===== src/rtl/uart_rx.sv =====
// 8N1 UART receiver. Synchronises the rx pin, qualifies the start bit at
// mid-bit, samples eight data bits LSB first at mid-bit and checks the stop
// bit. A good byte is presented with a one-cycle data_valid pulse; a low stop
// bit produces a one-cycle frame_err pulse and the byte is dropped.
module uart_rx #(
  parameter int unsigned freq = 27000000,
  parameter int unsigned baud = 3000000
) (
  input  logic       clk,
  input  logic       rst,
  input  logic       rx,
  output logic [7:0] data,
  output logic       data_valid,
  output logic       frame_err,
  output logic       busy
);

  // Clocks per bit and half-bit; counters compare against the last count.
  localparam int unsigned W = freq / baud;
  localparam int unsigned H = W / 2;
  localparam logic [7:0] W_LAST = 8'(W - 1);
  localparam logic [7:0] H_LAST = 8'(H - 1);

  typedef enum logic [1:0] {
    IDLE,
    START,
    DATA,
    STOP
  } state_e;

  state_e      state_q, state_d;
  logic        sync1_q, sync1_d;
  logic        sync2_q, sync2_d;
  logic [1:0]  settle_q, settle_d;
  logic        armed_q, armed_d;
  logic [7:0]  cnt_q, cnt_d;
  logic [2:0]  idx_q, idx_d;
  logic [7:0]  shift_q, shift_d;
  logic [7:0]  data_q, data_d;
  logic        data_valid_q, data_valid_d;
  logic        frame_err_q, frame_err_d;
  logic        busy_q, busy_d;
  logic        rx_s;

  assign rx_s       = sync2_q;
  assign data       = data_q;
  assign data_valid = data_valid_q;
  assign frame_err  = frame_err_q;
  assign busy       = busy_q;

  // Next-state and output decode for the receive FSM.
  always_comb begin
    // NOTE: every signal gets a default before the case so no path leaves a
    // variable unassigned (that would infer a latch); blocking '=' is correct
    // here because this is combinational logic.
    state_d      = state_q;
    sync1_d      = rx;
    sync2_d      = sync1_q;
    settle_d     = {settle_q[0], 1'b1};
    armed_d      = armed_q;
    cnt_d        = cnt_q;
    idx_d        = idx_q;
    shift_d      = shift_q;
    data_d       = data_q;
    data_valid_d = 1'b0;
    frame_err_d  = 1'b0;

    unique case (state_q)
      IDLE: begin
        // The sync flops are preset high by reset, so their first two outputs
        // are not real line observations; only arm once they hold pin data.
        if (rx_s) begin
          if (settle_q[1]) armed_d = 1'b1;
        end else if (armed_q) begin
          state_d = START;
          cnt_d   = 8'd0;
        end
      end
      START: begin
        if (cnt_q == H_LAST) begin
          if (!rx_s) begin
            state_d = DATA;
            cnt_d   = 8'd0;
            idx_d   = 3'd0;
          end else begin
            state_d = IDLE;  // glitch shorter than half a bit
          end
        end else begin
          cnt_d = cnt_q + 8'd1;
        end
      end
      DATA: begin
        if (cnt_q == W_LAST) begin
          shift_d = {rx_s, shift_q[7:1]};
          cnt_d   = 8'd0;
          idx_d   = idx_q + 3'd1;
          if (idx_q == 3'd7) state_d = STOP;
        end else begin
          cnt_d = cnt_q + 8'd1;
        end
      end
      STOP: begin
        if (cnt_q == W_LAST) begin
          state_d = IDLE;
          cnt_d   = 8'd0;
          if (rx_s) begin
            data_d       = shift_q;
            data_valid_d = 1'b1;
          end else begin
            frame_err_d = 1'b1;
            armed_d     = 1'b0;  // a held-low line must go high before re-arming
          end
        end else begin
          cnt_d = cnt_q + 8'd1;
        end
      end
      default: state_d = IDLE;
    endcase

    busy_d = (state_d != IDLE);
  end

  // State and output registers with synchronous active-high reset.
  always_ff @(posedge clk) begin
    // NOTE: sequential state uses non-blocking '<=' so every flop samples the
    // pre-edge values, independent of statement order.
    if (rst) begin
      state_q      <= IDLE;
      sync1_q      <= 1'b1;
      sync2_q      <= 1'b1;
      settle_q     <= 2'b00;
      armed_q      <= 1'b0;
      cnt_q        <= 8'd0;
      idx_q        <= 3'd0;
      shift_q      <= 8'd0;
      data_q       <= 8'd0;
      data_valid_q <= 1'b0;
      frame_err_q  <= 1'b0;
      busy_q       <= 1'b0;
    end else begin
      state_q      <= state_d;
      sync1_q      <= sync1_d;
      sync2_q      <= sync2_d;
      settle_q     <= settle_d;
      armed_q      <= armed_d;
      cnt_q        <= cnt_d;
      idx_q        <= idx_d;
      shift_q      <= shift_d;
      data_q       <= data_d;
      data_valid_q <= data_valid_d;
      frame_err_q  <= frame_err_d;
      busy_q       <= busy_d;
    end
  end

endmodule


===== config.mk =====
export PLATFORM = sky130hd
export DESIGN_NAME = uart_rx
export DESIGN_NICKNAME = d
export VERILOG_FILES = /design/src/rtl/uart_rx.sv
export SDC_FILE = /design/constraint.sdc
export NUM_CORES = 1
export LEC_CHECK = 0
export BUFFER_PORTS_ARGS = -buffer_cell sky130_fd_sc_hd__buf_2
export CAP_MARGIN = 20
export CORE_UTILIZATION = 25
export CTS_CLUSTER_SIZE = 28
export DETAILED_ROUTE_END_ITERATION = 7
export SLEW_MARGIN = 10
export SYNTH_ARGS = -nofsm -noshare
export SYNTH_HDL_FRONTEND = slang
export SYNTH_SLANG_ARGS = --single-unit

===== constraint.sdc =====
create_clock -name clk -period 2.6 [get_ports clk]
set_input_delay 0.26 -clock clk [delete_from_list [all_inputs] [get_ports clk]]
set_output_delay 0.26 -clock clk [all_outputs]
set_load 0.1 [all_outputs]

==> After elaboration in Yosys (flattened, before gate mapping) <==
Cells that the tools add are included.
{ "word_totals": {"regBits": 37, "latchBits": 0, "mem_bits_rw": 0, "mem_bits_ro": 0, "in_bits": 3, "wordCells": 70, "mem_count": 0} }
{ "classes": {"n_addsub": 2, "multipliers": 0, "div_mod_pow": 0, "n_lt_le_gt_ge": 0, "eq_ne": 16, "shift": 0, "mux": 26, "bitwise": 2, "n_reduce_logical": 11} }
{ "ops": {"columns": ["cell", "count"], "rows": [
  ["$mux 8", 5],
  ["$pmux 8 s3", 1],
  ["$ne 2x2->1 const B", 9],
  ["$mux 2", 7],
  ["$mux 3", 3],
  ["$add 8x1->8 const B", 1],
  ["$eq 8x2->1 const B", 1],
  ["$eq 8x4->1 const B", 1],
  ["$pmux 2 s4", 1],
  ["$mux 1", 7],
  ["$pmux 3 s2", 1],
  ["$reduce_and 3->1", 2],
  ["$reduce_bool 2->1", 3],
  ["$reduce_and 5->1", 1],
  ["$eq 2x2->1 const B", 2],
  ["$reduce_and 4->1", 1],
  ["$add 3x1->3 const B", 1],
  ["$eq 3x3->1 const B", 1],
  ["$ne 3x3->1 const B", 1],
  ["$reduce_or 3->1", 1],
  ["$eq 2x1->1 const B", 1],
  ["$logic_not 2->1", 1],
  ["$not 1->1", 2],
  ["$pmux 1 s2", 1],
  ["2 further kinds", 2]
]} }

==> Depth between registers and ports, before layout <==
Gate-level depths: netlist of the first run.
{ "depth": {"ltp_word": 5, "ltp_mapped": 7} }

==> Worst setup path after synthesis of the first run <==
No wires, ideal clock.
{ "synth_timing": {"path_type": "reg-to-reg", "startpoint": "register cnt_q[6]", "endpoint": "register shift_q[0]", "arrival_time_ns": 1.817, "t_required_ns": 2.472, "path_slack_ns": 0.655, "path_stages_with_launch": 6, "path_cell_list": "dfxtp_1 -> or4_1 -> buf_2 -> nor4_4 -> mux2i_1 -> nor2_1"} }
{ "synth_between": {"elab_chain_len": 2} }
{ "synth_rtl": {"columns": ["element", "line", "source"], "rows": [
  ["from (decl)", "36", "logic [7:0] cnt_q, cnt_d;"],
  ["from (signal assigned)", "146", "cnt_q <= cnt_d;"],
  ["$eq 8x4->1", "93", "if (cnt_q == W_LAST) begin"],
  ["$reduce_and 2->1 (no line)", null, null],
  ["to (signal assigned)", "148", "shift_q <= shift_d;"],
  ["to (decl)", "38", "logic [7:0] shift_q, shift_d;"]
]} }
No other way between the ends.
A chain may end at the register's enable or synchronous reset.

==> Worst setup path in the final report of the first run <==
{ "layout_timing": {"startpoint": "register cnt_q[6]", "endpoint": "register armed_q"} }
{ "layout_between": {"elab_chain_len": 3} }
{ "layout_rtl": {"columns": ["element", "line", "source"], "rows": [
  ["$eq 8x4->1", "103", "if (cnt_q == W_LAST) begin"],
  ["$ne 2x2->1 (no line)", null, null],
  ["$reduce_and 5->1 (no line)", null, null],
  ["to (signal assigned)", "145", "armed_q <= armed_d;"],
  ["to (decl)", "35", "logic armed_q, armed_d;"]
]} }
No other way between the ends.

==> results of run 1 <==
-- flip-flops by register name, summed over array words and instances (netlist names) --
| register | count |
|---|---|
| cnt_q | 8 |
| data | 8 |
| shift_q | 8 |
| idx_q | 3 |
| settle_q | 2 |
| state_q | 2 |
| armed_q | 1 |
| busy | 1 |
| data_valid | 1 |
| frame_err | 1 |
| rx_s | 1 |
| sync1_q | 1 |
-- critical path: stages, from the launching register on --
cell,delay (ps)
dfxtp_1,360
or4_1,700
or4_1,590
o21ai_0,170
a21oi_1,80
-- cell usage in the layout (no fill, tap or decap), types with 4 or more instances in the layout --
master,instances
a21oi_1,7
dfxtp_1,37
nor3_1,9
nand2_1,6
clkbuf_8,5
inv_1,7
nand3_1,10
ha_1,4
nor2_1,19
mux2i_1,17
o21ai_0,7
buf_2,13
nand4_1,5
-- cell usage after synthesis, types with 2 or more instances --
library cell	instances
dfxtp_1	37
nor2_1	19
mux2i_1	17
nand3_1	10
clkbuf_1	9
nor3_1	9
a21oi_1	7
inv_1	7
o21ai_0	7
nand2_1	6
nand4_1	5
ha_1	4
and2_1	3
nor2b_1	3
o2bb2ai_1	3
or2_2	3
or4_1	3
and3_1	2
buf_2	2
nor4_1	2
o211ai_1	2
-- cell type report --
| class | instances | area [um^2] |
|---|---|---|
| Timing Repair Buffer | 16 | 87.58 |
| Clock buffer | 5 | 68.82 |
| Fill cell | 696 | 4442 |
| Inverter | 7 | 26.28 |
| Tap cell | 77 | 96.34 |
| Clock inverter | 3 | 22.52 |
| Sequential cell | 37 | 740.7 |
| Multi-Input combinational cell | 123 | 829.5 |
-- where the power goes --
group          leakage, nW  total (mW)  switching [mW]  internal, mW
registers            0.299       0.575         0.00401         0.571
logic                0.311      0.0265          0.0186       0.00791
clock network       0.0481       0.404           0.214         0.190
-- worst min-delay path by stage --
stage / from / endpoint / slack (ps) / cells after the start
after detailed placement: sync1_q$_SDFF_PP1_ / rx_s$_SDFF_PP1_ / 400 / 1
after global placement: sync1_q$_SDFF_PP1_ / rx_s$_SDFF_PP1_ / 390 / 1
after global routing: rx / sync1_q$_SDFF_PP1_ / 140 / 2
after floorplan: rst / settle_q[0]$_DFF_P_ / 360 / 1
after CTS: rx / sync1_q$_SDFF_PP1_ / 150 / 2
final: rx / sync1_q$_SDFF_PP1_ / 150 / 2
-- cells by family (layout without fill, tap and decap cells) --
| group | after synthesis | after routing | synth area share, % |
|---|---|---|---|
| AOI/OAI and AO/OA | 29 | 29 | 11.87 |
| xor gates and xnor gates | 2 | 2 | 1.072 |
| adders and majority gates | 4 | 4 | 3.063 |
| buffers and inverters | 18 | 31 | 4.288 |
| DFF | 37 | 37 | 45.33 |
| muxes | 18 | 18 | 11.10 |
| and+or+nand+nor | 70 | 70 | 23.28 |
-- routing by layer --
layer | vias to the layer above | routed length [um] | global-route usage [%]
met1 | 619 | 1613 | 13.40
met4 | 0 | 0 | 1.881
met2 | 29 | 1542 | 15.50
met3 | 0 | 127 | 2.386
li1 | 662 | - | -
met5 | - | 0 | 0
-- through the flow --
stage / util [%] / std cells
finish: 29.65 / 268
global route: 29.65 / 268
CTS: 29.65 / 268
detailed placement: 28.20 / 260
global placement: 28.20 / 260
floorplan: - / 178
==> flow_summary.json, run 1 <==
{
  "ys_seq_area_share_pct": 45.33,
  "synth_warnings": 0,
  "r2r-end": "armed_q$_SDFFE_PP0P_",
  "grt_pass1_wl_um": 5651,
  "tns_ps": 0,
  "drt_iter0_drc": 107,
  "crit_path_start": "cnt_q[6]$_SDFFE_PP0P_",
  "first_pass_iters": 4,
  "design_area_mm2": 0.001872,
  "crit_type": "reg2reg",
  "critPathArrivalTime_ps": 2180,
  "numCtsBuffers": 5,
  "critPathMaxFanout": 6,
  "cts_tree": "yes",
  "fin_worst_hold_slack_ps": 151.2,
  "start_util_pct": 25.88,
  "cts.path.max_buffers": 2,
  "postCtsSetupBuffers": 0,
  "crit_path_end_kind": "register",
  "wl_per_cell_um": 12.25,
  "fin_skew_ps": 5.829,
  "max_freq_mhz": 493.1,
  "cts_hold_buf": 0,
  "place_congestion": 0.8301,
  "fp.coreArea_mm2": 0.006314,
  "path_clk_slew_ps": 80,
  "ys_seq_elements": 37,
  "yosysTopAreaCellShare_pct": 45.33,
  "grt_max_degree": 31,
  "final-hold-violation-count": 0,
  "r2r_slack_ps": 570,
  "max_slew.worst_pin.slew_ps": 570.3,
  "power_mw": 1.006,
  "grt_usage_pct": 9.732,
  "cp-start-kind": "register",
  "setup_viol": 0,
  "clkSinkCount": 37,
  "ios": 14,
  "diodes": 0,
  "synthesis.area_mm2": 0.001634,
  "fin_ws_ps": 571.8,
  "grt_overflow": 0,
  "dieArea_mm2": 0.006863,
  "cp-endpoint": "armed_q$_SDFFE_PP0P_",
  "synth_fp_nets": 185,
  "relSlewSlack_pct": 61.63,
  "yosys.area.top_type": "dfxtp_1",
  "status": "finished clean",
  "rsz0062_at_grt": "no",
  "viasPerCell": 4.888,
  "placed_area_mm2": 0.001780,
  "hpwl_um": 2204,
  "synth_cells": 178,
  "ant_nets": 0,
  "drive_gt1_share_pct": 16.75,
  "crit_required_ps": 2760,
  "maxSlewViolCount": 0,
  "io_buffers": 13,
  "fin_nets": 197,
  "r2r-start": "cnt_q[6]$_SDFFE_PP0P_",
  "rows": 29,
  "hp-class": "in2reg",
  "area_growth_pct": 14.55,
  "vias": 1310,
  "chipHeight_um": 82.85,
  "grt_pass1_vias": 1223,
  "synth_edf_count": 0,
  "p_leak_nw": 0.6581,
  "avgSynthCellArea_um2": 9.180,
  "min_period_over_period_pct": 78.01,
  "htreeDepth": 2,
  "async_reset_ff_share_pct": 0,
  "pwr_density_cell_mw_per_mm2": 537.3,
  "fin_crit_ps": 2028,
  "ir_worst_vdd_mv": 0.3209,
  "clkLatencyLatePin_ps": 280,
  "ctsResizeCount": 0,
  "synth.distinct_cells": 39,
  "die_w_um": 82.85,
  "synth_flop_cell": "dfxtp_1",
  "clock-root-buffer": "clkbuf_8",
  "cap_violations": 0,
  "netlist_top_cells_area": "dfxtp_1 (45%), mux2i_1 (10%), nor2_1 (4.4%), ha_1 (3.1%), nand3_1 (3.1%)",
  "wl_um": 3282,
  "antenna_found_initial": 0,
  "drc": 0,
  "rr_worst_depth": 4,
  "dp_slack_ps": 623.5
}
(Power assumes the default switching activity.)
==> run 2: changes to the inputs <==
Settings changed: ABC_AREA from default to 1.
Clock period 2.6 ns to 1.8 ns, I/O delays scaled along.
==> run 2 against run 1 <==
  * Maximum frequency increased by 33%
  * Synthesized cell count increased by 29%
  * Sequential cell count unchanged
  * Register-to-register slack got worse by 290 ps
  * Cell area increased by 2.7%
  * Combinational power increased by 63%
  * Clock skew increased by 0.68 ps
  * Setup slack got worse by 290 ps
  * Worst hold slack got worse by 77 ps
  * Sequential share of layout area decreased by 1.1 points
  * Highest routed layer is now met4
==> flow_summary.json, run 2 <==
{
  "ant_nets": 0,
  "final_common_cell": "nand2_1",
  "netlist_top_cells_area": "dfxtp_1 (44%), nand2_1 (8.8%), nor2_1 (6.8%), inv_1 (6.6%), a21oi_1 (6.2%)",
  "max_slew.worst_pin.slew_ps": 650.8,
  "grt_pass1_wl_um": 6003,
  "antenna_found_initial": 0,
  "synth_compound_area_share_pct": 14.43,
  "yosys-top-cells-count": "nand2_1 (40), dfxtp_1 (37), nor2_1 (31), inv_1 (30), a21oi_1 (21)",
  "synth_cells": 230,
  "grt_pass1_vias": 1343,
  "synth_most_common_cell": "nand2_1",
  "synth_fp_nets": 237,
  "final-hold-violation-count": 0,
  "drt_iter0_drc": 51,
  "p_leak_nw": 0.8594,
  "fillers": 711,
  "numCtsBuffers": 5,
  "rsz0062_at_grt": "no",
  "synth_warnings": 0,
  "die_w_um": 84.44,
  "start_util_pct": 26.31,
  "drive_gt1_share_pct": 14.98,
  "cts.path.max_buffers": 2,
  "cap_violations": 0,
  "synthSimpleGateAreaFrac_pct": 27.39,
  "cts_hold_buf": 0,
  "synth_edf_count": 0,
  "r2r_slack_ps": 280,
  "yosys.area.top_type": "dfxtp_1",
  "synth_flop_cell": "dfxtp_1",
  "drc": 0,
  "critPathArrivalTime_ps": 1700,
  "placed_area_mm2": 0.001841,
  "hpwl_um": 2373,
  "synth.distinct_cells": 28,
  "fin_ws_ps": 276.8,
  "htreeDepth": 2,
  "wl_um": 3357,
  "synthesis.area_mm2": 0.001699,
  "diodes": 0,
  "dieArea_mm2": 0.007130,
  "vias": 1430,
  "synthMuxAreaShare_pct": 0,
  "design_area_mm2": 0.001923,
  "async_reset_ff_share_pct": 0,
  "ys_seq_elements": 37,
  "avgSynthCellArea_um2": 7.388,
  "grt_usage_pct": 10.49,
  "setup_viol": 0,
  "critPathMaxFanout": 17,
  "cp-endpoint": "data[2]$_SDFFE_PP0P_",
  "clkSinkCount": 37,
  "io_buffers": 13,
  "fin_skew_ps": 6.506,
  "wl_per_cell_um": 10.36,
  "place_congestion": 0.8004,
  "min_period_over_period_pct": 84.62,
  "synthAdderAreaFrac_pct": 2.946,
  "crit_path_start": "cnt_q[0]$_SDFFE_PP0P_",
  "synth_top_family_by_area": "simple AND/OR/NAND/NOR gates",
  "area_growth_pct": 13.18,
  "ctsResizeCount": 0,
  "path_clk_slew_ps": 70,
  "fin_crit_ps": 1523,
  "dp_slack_ps": 290.0,
  "ios": 14,
  "crit_type": "reg2reg",
  "fin_worst_hold_slack_ps": 74.13,
  "fin_nets": 253,
  "mostFrequentLayoutCells": "nand2_1 (40), dfxtp_1 (37), nor2_1 (31)",
  "hp-class": "in2reg",
  "rows": 29,
  "max_freq_mhz": 656.5,
  "yosys.area_share.xor_xnor_pct": 1.546,
  "tns_ps": 0,
  "crit_path_end_kind": "register",
  "viasPerCell": 4.414,
  "r2r-end": "data[2]$_SDFFE_PP0P_",
  "ir_worst_vdd_mv": 0.3877,
  "r2r-start": "cnt_q[0]$_SDFFE_PP0P_",
  "cp-start-kind": "register",
  "postCtsSetupBuffers": 0,
  "yosysTopAreaCellShare_pct": 43.59,
  "fp.coreArea_mm2": 0.006459,
  "chipHeight_um": 84.44,
  "grt_max_degree": 26,
  "ys_seq_area_share_pct": 43.59,
  "grt_overflow": 0,
  "pwr_density_cell_mw_per_mm2": 740.2,
  "relSlewSlack_pct": 56.56,
  "maxSlewViolCount": 0,
  "status": "finished clean",
  "crit_required_ps": 1980,
  "rr_worst_depth": 7,
  "clkLatencyLatePin_ps": 290,
  "cts_tree": "yes",
  "clock-root-buffer": "clkbuf_8",
  "first_pass_iters": 4
}
run 2: cell count changes after synthesis, moves of 5 or more:
cell / delta
o21ai_0: +13
nand3_1: +5
a21oi_1: +14
mux2i_1: -17
clkbuf_1: -6
nand2_1: +34
nor2_1: +12
nor3_1: -8
inv_1: +23
run 2: kinds of logic (layout without fill, tap and decap cells):
group,count (synthesis),in the layout
compound gates,45,45
fa+ha+maj,4,4
buf+inv,40,57
xor+xnor,3,3
flops,37,37
simple gates,101,101
run 2: area by class of cell:
cell class | count | area (um^2) | area share (%)
clock buffers | 6 | 72.57 | 3.774
inverters | 33 | 128.9 | 6.701
flip-flops and latches | 37 | 740.7 | 38.52
clock inverters | 2 | 10.01 | 0.5205
well taps | 77 | 96.34 | 5.010
multi-input cells | 153 | 787.0 | 40.92
repair buffers | 16 | 87.58 | 4.554
run 2: how the worst min path moves through the flow:
stage | from | to | slack [ps] | cells past startpoint
floorplan | rx | sync1_q$_SDFF_PP1_ | 280 | 1
global placement | rx | sync1_q$_SDFF_PP1_ | 370 | 2
detailed placement | rx | sync1_q$_SDFF_PP1_ | 370 | 2
CTS | rx | sync1_q$_SDFF_PP1_ | 70 | 2
global route | rx | sync1_q$_SDFF_PP1_ | 70 | 2
finish | rx | sync1_q$_SDFF_PP1_ | 70 | 2
run 2: critical path, stage by stage (launching register included):
cell,delay (ps)
dfxtp_1,350
inv_1,90
ha_1,160
nand3_2,90
nor2_4,240
nand3_4,210
o21ai_0,220
a21oi_1,60
run 2: power breakdown:
part | switching [mW] | internal (mW)
Sequential | 0.00311 | 0.825
Clock | 0.284 | 0.268
Combinational | 0.0300 | 0.0132
run 2: layer usage:
| layer | share of wire, % | vias to the layer above | wire [um] | GRT usage (%) |
|---|---|---|---|---|
| li1 | - | 769 | - | - |
| met5 | 0 | - | 0 | 0 |
| met1 | 47 | 631 | 1591 | 12.04 |
| met4 | 2.2 | 0 | 75 | 5.547 |
| met2 | 47 | 23 | 1565 | 17.88 |
| met3 | 3.7 | 7 | 125 | 2.852 |
run 2: metrics by stage:
step	total power [mW]	utilization [%]	cells
floorplan	0.8785	-	230
global placement	0.8904	28.50	316
detailed placement	0.8906	28.50	316
CTS	1.448	29.78	324
global route	1.491	29.78	324
finish	1.423	29.78	324
==> run 3: changes to the inputs <==
Settings changed: ABC_AREA 1 to 0.
Clock period 1.8 ns to 1.6 ns, I/O delays scaled along.
==> run 3 against run 2 <==
  * The flow now finishes with violations (setup timing)
  * Largest power group is now the clock network
  * Via count decreased by 1.2%
  * Highest routed layer unchanged
  * Global-route usage increased by 1.1 points
  * Utilization increased by 6.2 points
  * Cell count decreased by 9.0%
  * Combinational power increased by 31%
  * Clock skew decreased by 1.8 ps
==> flow_summary.json, run 3 (same netlist as run 1, synthesis figures left out) <==
{
  "grt_pass1_vias": 1375,
  "fin_skew_ps": 4.715,
  "mostFrequentLayoutCells": "dfxtp_1 (30), buf_4 (27), nor2_1 (19)",
  "grt_max_degree": 30,
  "drt_iter0_drc": 43,
  "fin_crit_ps": 1737,
  "hp-class": "in2reg",
  "power_mw": 1.973,
  "min_period_over_period_pct": 108.6,
  "crit_path_start": "cnt_q[6]$_SDFFE_PP0P_",
  "maxSlewViolCount": 0,
  "cts.path.max_buffers": 2,
  "fin_nets": 224,
  "drc": 0,
  "r2r-start": "cnt_q[6]$_SDFFE_PP0P_",
  "r2r-end": "shift_q[4]$_SDFFE_PP0P_",
  "htreeDepth": 2,
  "cp-endpoint": "shift_q[4]$_SDFFE_PP0P_",
  "vias": 1413,
  "critPathMaxFanout": 8,
  "rsz0062_at_grt": "yes",
  "area_growth_pct": 39.13,
  "relSlewSlack_pct": 67.49,
  "max_freq_mhz": 575.6,
  "antenna_found_initial": 0,
  "viasPerCell": 4.790,
  "grt_usage_pct": 11.55,
  "clock-root-buffer": "clkbuf_8",
  "wl_per_cell_um": 12.68,
  "hpwl_um": 2533,
  "r2r_slack_ps": -140,
  "dieArea_mm2": 0.006863,
  "setup_viol": 22,
  "max_slew.worst_pin.slew_ps": 491.0,
  "critPathArrivalTime_ps": 1920,
  "rr_worst_depth": 6,
  "p_leak_nw": 0.8436,
  "rows": 29,
  "numCtsBuffers": 5,
  "final_common_cell": "dfxtp_1",
  "grt_pass1_wl_um": 6334,
  "wl_um": 3742,
  "ios": 14,
  "die_w_um": 82.85,
  "crit_type": "reg2reg",
  "ir_worst_vdd_mv": 0.4751,
  "design_area_mm2": 0.002273,
  "holdCritStartpoint": "rx",
  "diodes": 0,
  "final-hold-violation-count": 0,
  "chipHeight_um": 82.85,
  "wl_met3_um": 139,
  "wl_met1_um": 1723,
  "cts_hold_buf": 0,
  "first_pass_iters": 4,
  "cp-start-kind": "register",
  "highest_layer": "met4",
  "routed-wl-met2_um": 1803,
  "start_util_pct": 25.88,
  "failed_checks": "setup timing",
  "whs_path_depth": 2,
  "fin_ws_ps": -137.2,
  "status": "finished with violations",
  "cap_violations": 0,
  "ant_nets": 0,
  "drive_gt1_share_pct": 39.91,
  "grt_overflow": 0,
  "io_buffers": 13,
  "fp.coreArea_mm2": 0.006314,
  "path_clk_slew_ps": 80,
  "clkSinkCount": 37,
  "crit_required_ps": 1780,
  "place_congestion": 0.8499,
  "dp_slack_ps": -181.7,
  "crit_path_end_kind": "register",
  "pwr_density_cell_mw_per_mm2": 867.6,
  "tns_ps": -1610,
  "placed_area_mm2": 0.001968,
  "cts_tree": "yes",
  "clkLatencyLatePin_ps": 300
}
==> run 3: cell types whose count changed in the layout (fill, tap and decap cells not counted), sizes merged, moves of 7 or more <==
cell	previous run	this run
nand2	42	6
buf	16	43
inv	32	8
mux2i	0	17
o21ai	22	7
a21oi	21	7
nor2	33	19
nor3	1	9
nand3	17	10
==> run 3: metrics by stage <==
| step | cells | hold slack [ps] | util (%) |
|---|---|---|---|
| floorplan | 178 | 261.3 | - |
| global placement | 283 | 348.0 | 31.17 |
| detailed placement | 283 | 347.2 | 31.17 |
| CTS | 294 | 25.39 | 34.68 |
| global route | 295 | 26.91 | 36.01 |
| finish | 295 | 38.31 | 36.01 |
==> run 3: report_power, final <==
group          total, mW  internal [mW]  leakage, nW  switching, mW
clock network      0.985          0.627       0.0687          0.357
logic             0.0568         0.0221        0.471         0.0346
registers          0.931          0.925        0.303        0.00597
total               1.97           1.57        0.844          0.398
==> run 3: worst min path at each step <==
stage,to,slack [ps]
floorplan,settle_q[0]$_DFF_P_,260
global placement,sync1_q$_SDFF_PP1_,350
detailed placement,sync1_q$_SDFF_PP1_,350
CTS,sync1_q$_SDFF_PP1_,30
global route,sync1_q$_SDFF_PP1_,30
finish,sync1_q$_SDFF_PP1_,40
==> run 3: critical path: stages (launching register included) <==
cell and delay [ps]:
dfxtp_2 320, or4_4 550, buf_6 150, nor4_4 190, buf_12 170, mux2i_1 180
nor2_1 60
==> run 3: layout make-up <==
class,count,area (um^2)
Fill cell,663,4040
Multi-Input combinational cell,123,948.4
Sequential cell,37,754.5
Timing Repair Buffer,43,310.3
Tap cell,77,96.34
Clock buffer,5,68.82
Clock inverter,3,68.82
Inverter,7,26.28
==> run 3: what timing repair did <==
action / CTS / global route
pin swaps: 5 / 11
buffers inserted: 3 / 1
setup endpoints to repair: 25 / 30
resized for setup: 17 / 22
==> run 3: per-layer routing <==
metal | up-vias | GRT usage (%)
li1 | 714 | -
met1 | 658 | 14.09
met2 | 31 | 18.33
met5 | - | 0
met4 | 0 | 6.113
met3 | 10 | 3.380
